$ cat src/rtl/div_pkg.sv
// Shared definitions for the iterative restoring divider.
// Holds the FSM state type, the operand width, the iteration count and
// the quotient value returned for a zero divisor.
package div_pkg;

    localparam int DIV_WIDTH = 32;
    localparam int DIV_ITERS = 32;
    localparam logic [DIV_WIDTH-1:0] DIV_BY_ZERO_Q = 32'hFFFFFFFF;

    typedef enum logic [1:0] {
        IDLE = 2'd0,
        BUSY = 2'd1,
        DONE = 2'd2
    } div_state_t;

endpackage

$ cat src/rtl/div_step.sv
// One combinational restoring-division iteration.
// Ports:
//   part_rem  - current partial remainder
//   dividend  - dividend shift register; its MSB feeds the remainder
//   divisor   - divisor magnitude
//   next_rem  - partial remainder after the trial subtraction
//   next_dvd  - dividend shifted left with the new quotient bit in the LSB
//   q_bit     - quotient bit produced by this iteration
module div_step
    import div_pkg::*;
(
    input  logic [DIV_WIDTH-1:0] part_rem,
    input  logic [DIV_WIDTH-1:0] dividend,
    input  logic [DIV_WIDTH-1:0] divisor,
    output logic [DIV_WIDTH-1:0] next_rem,
    output logic [DIV_WIDTH-1:0] next_dvd,
    output logic                 q_bit
);

    logic [DIV_WIDTH:0]   shifted;
    logic [DIV_WIDTH+1:0] diff;

    always_comb begin
        shifted = {part_rem, dividend[DIV_WIDTH-1]};
        // One extra bit so a borrow shows up as a set MSB.
        diff    = {1'b0, shifted} - {2'b00, divisor};
        q_bit   = ~diff[DIV_WIDTH+1];
        // Either result is below the divisor, so it fits in DIV_WIDTH bits.
        next_rem = q_bit ? diff[DIV_WIDTH-1:0] : shifted[DIV_WIDTH-1:0];
        next_dvd = {dividend[DIV_WIDTH-2:0], q_bit};
    end

endmodule

$ cat src/rtl/divider.sv
// Iterative 32-bit signed/unsigned restoring divider, one bit per clock.
// Ports:
//   mul_clk    - clock, rising edge
//   reset      - synchronous active-high reset
//   div        - level request: high starts/holds, low aborts/releases
//   div_signed - operands are two's complement when high (sampled at capture)
//   x, y       - dividend and divisor (sampled at capture)
//   complete   - results valid for the current request
//   quotient   - x / y truncated toward zero
//   remainder  - x - quotient*y, sign follows the dividend
//
// state | meaning
// IDLE  | waiting for div; captures operands when div is high
// BUSY  | one restoring step per edge, counter counts down to 1
// DONE  | results registered; held until div drops
module divider
    import div_pkg::*;
#(
    parameter int WIDTH = 32
) (
    input  logic             mul_clk,
    input  logic             reset,
    input  logic             div,
    input  logic             div_signed,
    input  logic [WIDTH-1:0] x,
    input  logic [WIDTH-1:0] y,
    output logic             complete,
    output logic [WIDTH-1:0] quotient,
    output logic [WIDTH-1:0] remainder
);

    div_state_t state, state_n;

    logic [5:0]           cnt;
    logic [DIV_WIDTH-1:0] rem_r, dvd_r, dsr_r;
    logic                 neg_q, neg_r;

    logic [DIV_WIDTH-1:0] x_mag, y_mag;
    logic [DIV_WIDTH-1:0] step_rem, step_dvd;
    logic                 step_q;

    // 0x80000000 negates to itself, which is the correct unsigned magnitude.
    assign x_mag = (div_signed && x[DIV_WIDTH-1]) ? -x : x;
    assign y_mag = (div_signed && y[DIV_WIDTH-1]) ? -y : y;

    div_step u_step (
        .part_rem (rem_r),
        .dividend (dvd_r),
        .divisor  (dsr_r),
        .next_rem (step_rem),
        .next_dvd (step_dvd),
        .q_bit    (step_q)
    );

    always_ff @(posedge mul_clk) begin
        if (reset) state <= IDLE;
        else       state <= state_n;
    end

    always_comb begin
        state_n = state;
        case (state)
            IDLE: if (div) state_n = (y == '0) ? DONE : BUSY;
            BUSY: begin
                if (!div)          state_n = IDLE;
                else if (cnt == 6'd1) state_n = DONE;
            end
            DONE: if (!div) state_n = IDLE;
            default: state_n = IDLE;
        endcase
    end

    always_ff @(posedge mul_clk) begin
        if (reset) begin
            cnt       <= '0;
            rem_r     <= '0;
            dvd_r     <= '0;
            dsr_r     <= '0;
            neg_q     <= 1'b0;
            neg_r     <= 1'b0;
            complete  <= 1'b0;
            quotient  <= '0;
            remainder <= '0;
        end else begin
            // complete trails DONE by one edge so it rises with stable results.
            complete <= (state == DONE) && div;
            case (state)
                IDLE: if (div) begin
                    rem_r <= '0;
                    dvd_r <= x_mag;
                    dsr_r <= y_mag;
                    neg_q <= div_signed && (x[DIV_WIDTH-1] ^ y[DIV_WIDTH-1]);
                    neg_r <= div_signed && x[DIV_WIDTH-1];
                    if (y == '0) begin
                        cnt       <= '0;
                        quotient  <= DIV_BY_ZERO_Q;
                        remainder <= x;
                    end else begin
                        cnt <= 6'(DIV_ITERS);
                    end
                end
                BUSY: if (div) begin
                    rem_r <= step_rem;
                    dvd_r <= step_dvd;
                    cnt   <= cnt - 6'd1;
                    if (cnt == 6'd1) begin
                        quotient  <= neg_q ? -step_dvd : step_dvd;
                        remainder <= neg_r ? -step_rem : step_rem;
                    end
                end
                default: ;
            endcase
        end
    end

    logic unused_q;
    assign unused_q = step_q;

endmodule

$ cat config.mk
export PLATFORM = sky130hd
export DESIGN_NAME = divider
export DESIGN_NICKNAME = d
export VERILOG_FILES = /design/src/rtl/div_pkg.sv /design/src/rtl/div_step.sv /design/src/rtl/divider.sv
export SDC_FILE = /design/constraint.sdc
export NUM_CORES = 1
export LEC_CHECK = 0
export BUFFER_PORTS_ARGS = -buffer_cell sky130_fd_sc_hd__buf_2
export CORE_UTILIZATION = 46
export CTS_BUF_LIST = sky130_fd_sc_hd__clkbuf_4 sky130_fd_sc_hd__clkbuf_8
export DETAILED_ROUTE_END_ITERATION = 8
export PLACE_DENSITY = 0.75
export REMOVE_ABC_BUFFERS = 1
export SKIP_LAST_GASP = 1
export SYNTH_ARGS = -nofsm -noshare
export SYNTH_HDL_FRONTEND = slang
export SYNTH_SLANG_ARGS = --single-unit
$ cat constraint.sdc
create_clock -name mul_clk -period 5.85 [get_ports mul_clk]
set_clock_uncertainty 0.15 [all_clocks]
set_input_delay 0.8775 -clock mul_clk [delete_from_list [all_inputs] [get_ports mul_clk]]
set_output_delay 0.8775 -clock mul_clk [all_outputs]
set_load 0.02 [all_outputs]
==> results.py <==
metrics = {
    "final_layout": {
        "area_growth_syn_to_layout_pct": 10.17,
        "instances_no_fill": 1972,
        "fin_nets": 1736,
        "drive_gt1_share_pct": 13.28,
        "diodes": 0,
    },
    "critical_path": {
        "cp.depth": 18,
        "worstSetupPathType": "flop to flop",
        "crit_fanout": 11,
        "worstSetupStartpointType": "flop",
        "critPathArrivalTime_ns": 5.38,
        "cp-end-kind": "flop",
        "r2r-start": "rem_r[7]$_SDFFE_PP0P_",
        "critPathTopFamily": "simple AND/OR/NAND/NOR gates",
        "crit_buf_inv": 1,
        "cpPeakStageDelay_ns": 0.50,
        "reg2reg_slack_ns": 0.73,
        "worst_path_max_delay_cell": "dfxtp_1",
        "crit_end": "quotient[28]$_SDFFE_PP0P_",
        "r2r-end": "quotient[28]$_SDFFE_PP0P_",
        "crit_start": "rem_r[7]$_SDFFE_PP0P_",
        "cp_cell_sequence": "ha_1 > a21oi_1 > o21ai_1 > a211oi_4 > a21oi_2 > or2_2 > inv_2 > ha_1 > nand2b_1 > nand2b_1 > or4_1 > or2_1 > or3_1 > or3_1 > o31ai_2 > xnor2_1 > o22ai_1 > nor2_1",
        "reg2reg_depth": 18,
        "required_ns": 6.11,
    },
    "synthesis": {
        "synthTopCellsByCount": "nor2_1, dfxtp_1, a21oi_1, nand2_1, a211oi_1",
        "ys_warn_count": 0,
        "syn_inst": 1565,
        "synth_top_area_share_pct": 29.14,
        "yosys.area.top_type": "dfxtp_1",
        "ys_types": 87,
        "ys_seq_area_share_pct": 29.14,
        "avgSynthCellArea_sq_um": 7.506,
        "synth_edf_count": 0,
        "synth-seq-cells": 171,
        "syn_area_sq_um": 11750,
        "synth_ff_type": "dfxtp_1",
        "synth_most_common_cell": "nor2_1",
        "async_flop_share_pct": 0,
        "yosys-top-cells-area": "dfxtp_1, nor2_1, a211oi_1",
    },
    "timing": {
        "finalCritPeriodShare_pct": 87.54,
        "fmaxAchievable_mhz": 195.3,
        "rsz0062_at_grt": "no",
        "holdWs_ns": 0.3107,
        "setup_viol": 0,
        "slew_headroom_pct": 30.32,
        "setup_tns_ns": 0,
        "post-route-worst-setup-slack_ns": 0.7291,
        "worst_pin_slew_ns": 1.044,
        "finalHoldViolations": 0,
        "final-max-slew-violation-count": 0,
        "finalCriticalPeriod_ns": 5.121,
    },
    "clock_network": {
        "clkSinkCount": 171,
        "ctsHoldBuffers": 0,
        "clkTransAtPathRegs_ns": 0.10,
        "cts_tree": "built",
        "postCtsSetupRepairBufs": 0,
        "cts_buffers": 17,
        "htree_levels": 4,
        "root_buffer": "clkbuf_8",
        "cts_resized": 0,
        "insertion_delay_ns": 0.48,
        "cts_buffer_depth": 2,
    },
    "global_routing": {
        "overflow": 0,
        "grt_start_max_net_pins": 84,
        "grt_pass1_vias": 10523,
        "antenna_found_initial": 1,
        "grt_pass1_wl_um": 52180,
        "track_usage_pct": 24.29,
    },
    "detailed_routing": {
        "ant_nets": 0,
        "wirelength_um": 31960,
        "avgRoutedWirePerCell_um": 16.20,
        "drc_errors": 0,
        "first_iter_violations": 863,
        "vias_per_cell": 5.764,
        "vias": 11366,
        "drtPass1Iterations": 7,
    },
    "floorplanning": {
        "die_h_um": 161.8,
        "die-area_sq_um": 26180,
        "die_w_um": 161.8,
        "core_sq_um": 25110,
        "ioPinCount": 133,
        "rows": 58,
        "initial_core_util_pct": 46.78,
    },
    "place": {
        "dp_hpwl_um": 24250,
        "place_ws_ns": 0.7542,
        "io_buffers": 132,
        "dp_cells": 1940,
        "place.gp.congestion": 0.8736,
    },
    "hold_path": {
        "hold_depth": 2,
        "holdCritStartpoint": "dsr_r[31]$_SDFFE_PP0P_",
        "holdCritPathClass": "flop to flop",
    },
    "flow_run": {
        "maxCapViolCount": 0,
    },
    "pwr": {
        "intPower_mw": 1.847,
        "p_clk_share_pct": 33.6,
        "p_leak_nw": 4.991,
        "switchingPower_mw": 0.8841,
        "pwr-share-comb_pct": 20.5,
        "p_per_area_nw_per_um2": 211.0,
        "power_frac_seq_pct": 45.8,
        "netSwitchingFraction_pct": 32.38,
        "total_power_mw": 2.731,
        "peakVddDrop_uv": 129.1,
    },
    "outcome": {
        "status": "completed",
    },
}
-- placed cells by master (no fill, tap or decap), types with 6 or more instances in the layout --
cell type  Yosys  final
nor2b_1        7      7
inv_1         51     51
o41ai_1        9      9
o21a_1        10     10
buf_4          3     13
dfxtp_1      171    171
clkbuf_8       0     17
o211ai_1      12     12
nand4_1        6      6
o21ai_0       87     87
or3_1         29     29
xnor2_1       63     63
a21o_1         8      8
nand2b_1      11      9
a21oi_1      134    134
o31ai_1       22     22
a211oi_1      90     90
nor4_1        16     16
nand3_1       17     17
a22oi_1       13     13
nand2_1      132    132
o22ai_1       13     13
or4_1          7      7
xor2_1        68     68
nor3_1        30     30
buf_2         10    131
ha_1          38     38
nor2_1       252    249
a311oi_1      18     18
and3_1        15     15
and2_1         8      7
mux2i_1       14     14
a31oi_1       16     16
-- logic make-up after synthesis --
group	Yosys count	synth area share, %
mux	17	1.481
fa+ha+maj	39	4.218
xor+xnor	131	9.768
flops	171	29.14
buf+inv	151	5.155
compound gates	488	27.86
simple gates	568	22.38
-- registers in the layout, indices dropped and copies added (netlist names) --
name,flops
dsr_r,32
dvd_r,32
quotient,32
rem_r,32
remainder,32
cnt,6
state,2
complete,1
neg_q,1
neg_r,1
-- worst min path at each step --
stage | endpoint
floorplan | dsr_r[31]$_SDFFE_PP0P_
global placement | dsr_r[31]$_SDFFE_PP0P_
detailed placement | dsr_r[31]$_SDFFE_PP0P_
CTS | dsr_r[31]$_SDFFE_PP0P_
global route | dsr_r[31]$_SDFFE_PP0P_
finish | dsr_r[31]$_SDFFE_PP0P_
-- metal layers --
metal	GRT usage, %	wire [um]	vias to the layer above	part of all wire (%)
li1	-	-	5775	-
met1	32.12	14770	5175	46
met2	40.01	14510	351	45
met3	3.320	1815	63	5.7
met4	9.220	846	2	2.6
met5	0	13	-	0.041
-- per-stage QoR --
stage	cell area, sq um	util, %
5_1_grt	12940	51.54
6_report	12940	51.54
2_1_floorplan	11340	-
3_5_place_dp	12520	49.87
3_3_place_gp	12520	49.87
4_1_cts	12940	51.54
-- layout make-up --
class / instances / area [sq um]
sequential: 171 / 3423
tap: 330 / 412.9
fill: 2513 / 12170
clock buffer: 17 / 234.0
inverter: 52 / 195.2
clock inverter: 15 / 186.4
timing repair buffer: 144 / 753.2
multi-input combinational: 1243 / 7736
-- worst min-delay path, cell delays in order (launching register included) --
cell,delay (ns)
dfxtp_1,0.32
nand2_1,0.05
a21oi_1,0.05
-- power groups by stage --
stage / sequential, mW / clock, mW / combinational [mW]
after floorplan: 1.27 / 0 / 0.391
after global placement: 1.28 / 0 / 0.547
after detailed placement: 1.28 / 0 / 0.555
after CTS: 1.25 / 0.929 / 0.557
after global routing: 1.26 / 0.972 / 0.625
final: 1.25 / 0.918 / 0.561
Power figures use the tool's default switching activity.
